[src/rtl/ppt_pkg.sv]
// Shared types and constants for the pulse-train sequencer.
package ppt_pkg;

   localparam int CNT_W_DEF = 16;

   localparam logic [1:0] FIELD_PERIOD = 2'd0;
   localparam logic [1:0] FIELD_WIDTH  = 2'd1;
   localparam logic [1:0] FIELD_COUNT  = 2'd2;

   typedef enum logic [2:0] {
      ST_IDLE,
      ST_LOAD,
      ST_RUN,
      ST_GAP,
      ST_FIN
   } state_t;

endpackage

[src/rtl/ppt_step_table.sv]
// Step profile register file: period/width/count per slot, one write port,
// one combinational read port.
module ppt_step_table
   import ppt_pkg::*;
#(
   parameter  int NUM_STEPS = 4,
   parameter  int CNT_W     = CNT_W_DEF,
   localparam int STEP_W    = $clog2(NUM_STEPS)
) (
   input  logic              clk,
   input  logic              rst,
   input  logic              we,
   input  logic [STEP_W-1:0] wr_step,
   input  logic [1:0]        wr_field,
   input  logic [CNT_W-1:0]  wr_data,
   input  logic [STEP_W-1:0] rd_step,
   output logic [CNT_W-1:0]  rd_period,
   output logic [CNT_W-1:0]  rd_width,
   output logic [CNT_W-1:0]  rd_count
);

   logic [CNT_W-1:0] period_q [NUM_STEPS];
   logic [CNT_W-1:0] width_q  [NUM_STEPS];
   logic [CNT_W-1:0] count_q  [NUM_STEPS];
   logic [CNT_W-1:0] period_d [NUM_STEPS];
   logic [CNT_W-1:0] width_d  [NUM_STEPS];
   logic [CNT_W-1:0] count_d  [NUM_STEPS];

   always_comb begin
      period_d = period_q;
      width_d  = width_q;
      count_d  = count_q;
      if (we) begin
         case (wr_field)
            FIELD_PERIOD: period_d[wr_step] = wr_data;
            FIELD_WIDTH:  width_d[wr_step]  = wr_data;
            FIELD_COUNT:  count_d[wr_step]  = wr_data;
            default: ;
         endcase
      end
   end

   always_ff @(posedge clk) begin
      if (rst) begin
         period_q <= '{default: '0};
         width_q  <= '{default: '0};
         count_q  <= '{default: '0};
      end else begin
         period_q <= period_d;
         width_q  <= width_d;
         count_q  <= count_d;
      end
   end

   assign rd_period = period_q[rd_step];
   assign rd_width  = width_q[rd_step];
   assign rd_count  = count_q[rd_step];

endmodule

[src/rtl/ppt_sequencer.sv]
// Runs the step table as a burst program driving the pulse generator.
//
// state | meaning
// IDLE  | waiting for start
// LOAD  | latch active slot profile, skip it if invalid or empty
// RUN   | generator enabled, counting pulse edges
// GAP   | one cycle with generator off, choose next step
// FIN   | program complete, raise done
module ppt_sequencer
   import ppt_pkg::*;
#(
   parameter  int NUM_STEPS = 4,
   parameter  int CNT_W     = CNT_W_DEF,
   localparam int STEP_W    = $clog2(NUM_STEPS)
) (
   input  logic              clk,
   input  logic              rst,
   input  logic              cfg_we,
   input  logic [STEP_W-1:0] cfg_step,
   input  logic [1:0]        cfg_field,
   input  logic [CNT_W-1:0]  cfg_data,
   input  logic [STEP_W-1:0] num_steps_m1,
   input  logic              loop_en,
   input  logic              start,
   input  logic              abort,
   input  logic              pulse_in,
   output logic              pg_run,
   output logic [CNT_W-1:0]  pg_period,
   output logic [CNT_W-1:0]  pg_width,
   output logic              busy,
   output logic              done,
   output logic              err,
   output logic [STEP_W-1:0] cur_step,
   output logic [CNT_W-1:0]  step_pulses
);

   state_t            state_q, state_d;
   logic [STEP_W-1:0] cur_step_q, cur_step_d;
   logic [CNT_W-1:0]  step_pulses_q, step_pulses_d;
   logic [CNT_W-1:0]  period_q, period_d;
   logic [CNT_W-1:0]  width_q, width_d;
   logic [CNT_W-1:0]  count_q, count_d;
   logic              done_q, done_d;
   logic              err_q, err_d;
   logic              pulse_in_q;

   logic [CNT_W-1:0]  tbl_period, tbl_width, tbl_count;
   logic [CNT_W-1:0]  pulses_inc;
   logic              pulse_rise, last_step;
   state_t            adv_state;
   logic [STEP_W-1:0] adv_step;

   ppt_step_table #(.NUM_STEPS(NUM_STEPS), .CNT_W(CNT_W)) u_table (
      .clk       (clk),
      .rst       (rst),
      .we        (cfg_we),
      .wr_step   (cfg_step),
      .wr_field  (cfg_field),
      .wr_data   (cfg_data),
      .rd_step   (cur_step_q),
      .rd_period (tbl_period),
      .rd_width  (tbl_width),
      .rd_count  (tbl_count)
   );

   assign pulse_rise = pulse_in & ~pulse_in_q;
   assign pulses_inc = step_pulses_q + CNT_W'(1);
   assign last_step  = (cur_step_q == num_steps_m1);

   // Shared by GAP and by a skipped step leaving LOAD.
   assign adv_state = (last_step && !loop_en) ? ST_FIN : ST_LOAD;
   assign adv_step  = !last_step ? cur_step_q + STEP_W'(1)
                    : (loop_en ? '0 : cur_step_q);

   always_comb begin
      state_d       = state_q;
      cur_step_d    = cur_step_q;
      step_pulses_d = step_pulses_q;
      period_d      = period_q;
      width_d       = width_q;
      count_d       = count_q;
      done_d        = done_q;
      err_d         = err_q;
      if (abort && state_q != ST_IDLE) begin
         state_d = ST_IDLE;
      end else begin
         case (state_q)
            ST_IDLE: begin
               if (start && !abort) begin
                  state_d       = ST_LOAD;
                  cur_step_d    = '0;
                  step_pulses_d = '0;
                  done_d        = 1'b0;
                  err_d         = 1'b0;
               end
            end
            ST_LOAD: begin
               period_d = tbl_period;
               width_d  = tbl_width;
               count_d  = tbl_count;
               if (tbl_count == '0) begin
                  state_d    = adv_state;
                  cur_step_d = adv_step;
               end else if (tbl_width == '0 || tbl_width >= tbl_period) begin
                  state_d    = adv_state;
                  cur_step_d = adv_step;
                  err_d      = 1'b1;
               end else begin
                  state_d = ST_RUN;
               end
            end
            ST_RUN: begin
               if (pulse_rise) begin
                  step_pulses_d = pulses_inc;
                  if (pulses_inc >= count_q) state_d = ST_GAP;
               end
            end
            ST_GAP: begin
               state_d    = adv_state;
               cur_step_d = adv_step;
               if (adv_state == ST_LOAD) step_pulses_d = '0;
            end
            ST_FIN: begin
               done_d  = 1'b1;
               state_d = ST_IDLE;
            end
            default: state_d = ST_IDLE;
         endcase
      end
   end

   always_ff @(posedge clk) begin
      if (rst) begin
         state_q       <= ST_IDLE;
         cur_step_q    <= '0;
         step_pulses_q <= '0;
         period_q      <= '0;
         width_q       <= '0;
         count_q       <= '0;
         done_q        <= 1'b0;
         err_q         <= 1'b0;
         pulse_in_q    <= 1'b0;
      end else begin
         state_q       <= state_d;
         cur_step_q    <= cur_step_d;
         step_pulses_q <= step_pulses_d;
         period_q      <= period_d;
         width_q       <= width_d;
         count_q       <= count_d;
         done_q        <= done_d;
         err_q         <= err_d;
         pulse_in_q    <= pulse_in;
      end
   end

   assign pg_run      = (state_q == ST_RUN);
   assign pg_period   = period_q;
   assign pg_width    = width_q;
   assign busy        = (state_q != ST_IDLE);
   assign done        = done_q;
   assign err         = err_q;
   assign cur_step    = cur_step_q;
   assign step_pulses = step_pulses_q;

endmodule

[config.mk]
export PLATFORM = sky130hd
export DESIGN_NAME = ppt_sequencer
export DESIGN_NICKNAME = d
export VERILOG_FILES = /design/src/rtl/ppt_pkg.sv /design/src/rtl/ppt_step_table.sv /design/src/rtl/ppt_sequencer.sv
export SDC_FILE = /design/constraint.sdc
export NUM_CORES = 1
export LEC_CHECK = 0
export ABC_CLOCK_PERIOD_IN_PS = 3700
export CORE_AREA = 8 8 153 155
export DETAILED_ROUTE_END_ITERATION = 8
export DIE_AREA = 0 0 161 163
export PLACE_DENSITY = 0.88
export SLEW_MARGIN = 20
export SYNTH_ARGS = -nofsm -noshare
export SYNTH_HDL_FRONTEND = slang
export SYNTH_SLANG_ARGS = --single-unit
[constraint.sdc]
create_clock -name clk -period 3.7 [get_ports clk]
set_input_delay 0.555 -clock clk [delete_from_list [all_inputs] [get_ports clk]]
set_output_delay 0.555 -clock clk [all_outputs]
set_load 0.005 [all_outputs]
==> metrics.json <==
{
  "layout-area-overhead-vs-synth_pct": 15.75,
  "drive_above_1_share": 0.07625,
  "skew_ns": 0.01109,
  "post_cts.repair.setup_buffers": 0,
  "grt_util_all_layers": 0.2465,
  "detailedRoute.firstIterationViolations": 1244,
  "avgViaCountPerCell": 6.040,
  "cts_inserted_buffers": 26,
  "post-route-min-period_ns": 3.424,
  "endpoint": "state_q[0]",
  "maximum_number_of_pins_on_one_net_before_global_route_repair": 155,
  "remaining_design_rule_violation_count": 0,
  "post-place-ws_ns": 0.3327,
  "worst-r2r-cell-count": 11,
  "yosys.cell_types.count": 50,
  "final-setup-viol-count": 0,
  "yosys.area.top_type": "dfxtp_1",
  "worst_path_most_repeated_cell": "ha_1",
  "synth-xor-area-share": 0.01191,
  "cts.htree.levels": 1,
  "first_global_vias": 10440,
  "critical_path.startpoint": "step_pulses[0]",
  "final.setup.worst_slack_ns": 0.2760,
  "synthAdderAreaFrac": 0.03508,
  "post_syn_instances": 1447,
  "synth.yosys.seq_area_share": 0.4490,
  "dominant_combinational_cell_family_by_area_after_synthesis": "simple AND/OR/NAND/NOR gates",
  "tritoncts_num_sinks": 264,
  "antenna_cells": 0,
  "tritoncts": "done",
  "number_of_instances_in_the_placed_design": 1726,
  "floorplan.die.height_um": 163,
  "worst-endpoint-required_ns": 4.09,
  "hold_viol": 0,
  "yosys.cell_count.top_type": "nand2_1",
  "yosys_warnings": 0,
  "cts_hold_repair.buffers": 0,
  "grt_setup_unrepaired": "no",
  "synth.area.mux_share": 0.09535,
  "drt_pre_antenna_iters": 5,
  "regToRegEndpoint": "state_q[0]",
  "synth-compound-area-share": 0.1389,
  "ys_top_cells_by_count": "nand2_1, a21oi_1, dfxtp_1",
  "grt-ovfl-total": 0,
  "antenna_violations_before_repair": 2,
  "wirelength_mm": 33.29,
  "worst_r2r_startpoint": "step_pulses[0]",
  "outcome": "completed",
  "layout.core_utilization": 0.6543,
  "worst_ep_arrival_time_ns": 3.81,
  "max_cap_violations": 0,
  "io_buffer_count": 82,
  "worstPathMaxFanout": 9,
  "coreArea_mm2": 0.02082,
  "critical-path-slowest-cell": "dfxtp_1",
  "clock_latency_ns": 0.53,
  "yosys.area_share.simple": 0.2228,
  "final_antenna_net_count": 0,
  "rows": 53,
  "worstSetupStartpointType": "flop",
  "clk_pin_slew_ns": 0.06,
  "ys_top_cells_by_area": "dfxtp_1, nand2_1, a21oi_1",
  "clockRootBuffer": "clkbuf_16",
  "ys_seq_elements": 264,
  "netlist_area_before_placement_mm2": 0.01177,
  "timing.max_slew.rel_slack": 0.3242,
  "floorplan.die.width_um": 161,
  "cp_slowest_stage_delay_ns": 0.50,
  "fin_setup_tns_ns": 0,
  "worst_vdd_drop_uv": 292.6,
  "worst_setup_path_end_kind": "flop",
  "worst_slew_pin_slew_ns": 1.014,
  "detailedPlacementHpwl_mm": 21.61,
  "yosys_most_used_dff": "dfxtp_1",
  "global_route_wire_length_before_repair_mm": 53.10,
  "max_freq_mhz": 292.1,
  "power.density_mw_per_mm2": 440.3,
  "timing.hold.worst_path_depth": 2,
  "p_total_uw": 5999,
  "min-delay-path-class": "reg -> reg",
  "dieArea_mm2": 0.02624,
  "routed-via-count": 10690,
  "num_io_pins": 83,
  "power.static_leakage_uw": 0.004589,
  "synth_edf_count": 0,
  "nets": 1541,
  "synthArstFlopShare": 0,
  "synthesis.nets": 1509,
  "worstPathCellList": "ha_1 -> nand4_1 -> nor3_1 -> and3_1 -> xor2_1 -> ha_1 -> a21o_1 -> a211oi_1 -> nand3_1 -> a21oi_1 -> a2111oi_4",
  "post_route_clock_period_utilization": 0.9254,
  "post-synth-top-area-fraction": 0.4490,
  "routed_wire_length_per_instance_um": 18.81,
  "clk_path_buf_depth": 3,
  "post_cts_resize_count": 0,
  "r2r_slack_ns": 0.28,
  "initial_utilization": 0.5653,
  "routability_congestion_estimate_from_global_placement": 0.8568,
  "path_class": "reg -> reg",
  "syn_area_per_cell_um2": 8.134,
  "slew_violations": 0,
  "number_of_cells_in_the_finished_layout_apart_from_fillers": 1770
}
-- area by class of cell --
cell class,instances,area [um2]
Sequential cell,264,5290
Fill cell,1568,7198
Multi-Input combinational cell,1044,5938
Inverter,37,138.9
Clock buffer,36,749.5
Tap cell,275,344.1
Timing Repair Buffer,106,1042
Clock inverter,8,121.4
-- registers in the layout (all words and copies together), names as in the netlist --
| name | count |
|---|---|
| u_table.period_q | 64 |
| pg_width | 16 |
| u_table.width_q | 64 |
| pg_period | 16 |
| step_pulses | 16 |
| u_table.count_q | 64 |
| done | 1 |
| cur_step | 2 |
| pulse_in_q | 1 |
| state_q | 3 |
| err | 1 |
| count_q | 16 |
-- power breakdown --
part	internal, uW	switching, uW	leakage, uW	total [uW]
sequential	2870	27.6	0.00213	2900
combinational	130	262	0.00203	392
clock	1620	1090	0.000426	2710
total	4620	1380	0.00459	6000
-- placed cells by master (no fill, tap or decap), types with 5 or more instances in the layout --
cell	Yosys	final
clkbuf_8	0	5
nand2_1	511	511
nor2_1	42	42
clkbuf_1	91	5
buf_4	1	21
nand4_1	10	10
xor2_1	7	7
o21ai_1	7	7
ha_1	33	33
o21ai_0	6	6
mux4_2	40	40
nor2b_1	9	9
nand3b_1	9	9
dfxtp_1	264	262
xnor2_1	9	9
a21oi_1	265	265
clkdlybuf4s50_1	0	81
nor4_1	9	9
a21o_1	11	11
mux4_1	8	8
nand2b_1	8	8
nand3_1	9	9
inv_1	36	36
nor3_1	14	13
clkbuf_16	0	27
-- how the worst min path moves through the flow --
stage                   startpoint             endpoint  slack, ns
6_report               pg_width[4]          pg_width[4]       0.45
5_1_grt        u_table.width_q[39]  u_table.width_q[39]       0.46
4_1_cts        u_table.width_q[39]  u_table.width_q[39]       0.45
3_5_place_dp   u_table.width_q[39]  u_table.width_q[39]       0.44
3_3_place_gp   u_table.width_q[39]  u_table.width_q[39]       0.44
2_1_floorplan  u_table.width_q[37]  u_table.width_q[37]       0.43
-- stage by stage --
| step | hold slack, ns | instance area (um2) |
|---|---|---|
| detailed placement | 0.4422 | 12750 |
| floorplan | 0.4315 | 11770 |
| finish | 0.4525 | 13620 |
| global placement | 0.4375 | 12750 |
| global route | 0.4623 | 13620 |
| CTS | 0.4508 | 13620 |
-- worst max-delay path: cells and delay by family, from the launching register on --
family | cells | cell delay [ns]
xor gates and xnor gates | 1 | 0.18
DFF | 1 | 0.50
AOI/OAI and AO/OA | 4 | 0.88
adders and majority gates | 2 | 0.59
and+or+nand+nor | 4 | 1.14
-- kinds of logic after synthesis --
group                    Yosys count
AO/OA/AOI/OAI                    307
XOR/XNOR                          16
adder cells (fa/ha/maj)           33
buffers and inverters            139
flip-flops                       264
multiplexers                      49
AND/OR/NAND/NOR                  639
-- routing by layer --
metal,vias to the layer above,part of all wire,track usage
li1,4928,-,-
met3,117,0.11,0.05890
met4,4,0.043,0.1183
met5,-,0.00069,0
met2,614,0.47,0.4160
met1,5028,0.37,0.2921
Note: power is estimated with default switching activity, not from simulation.
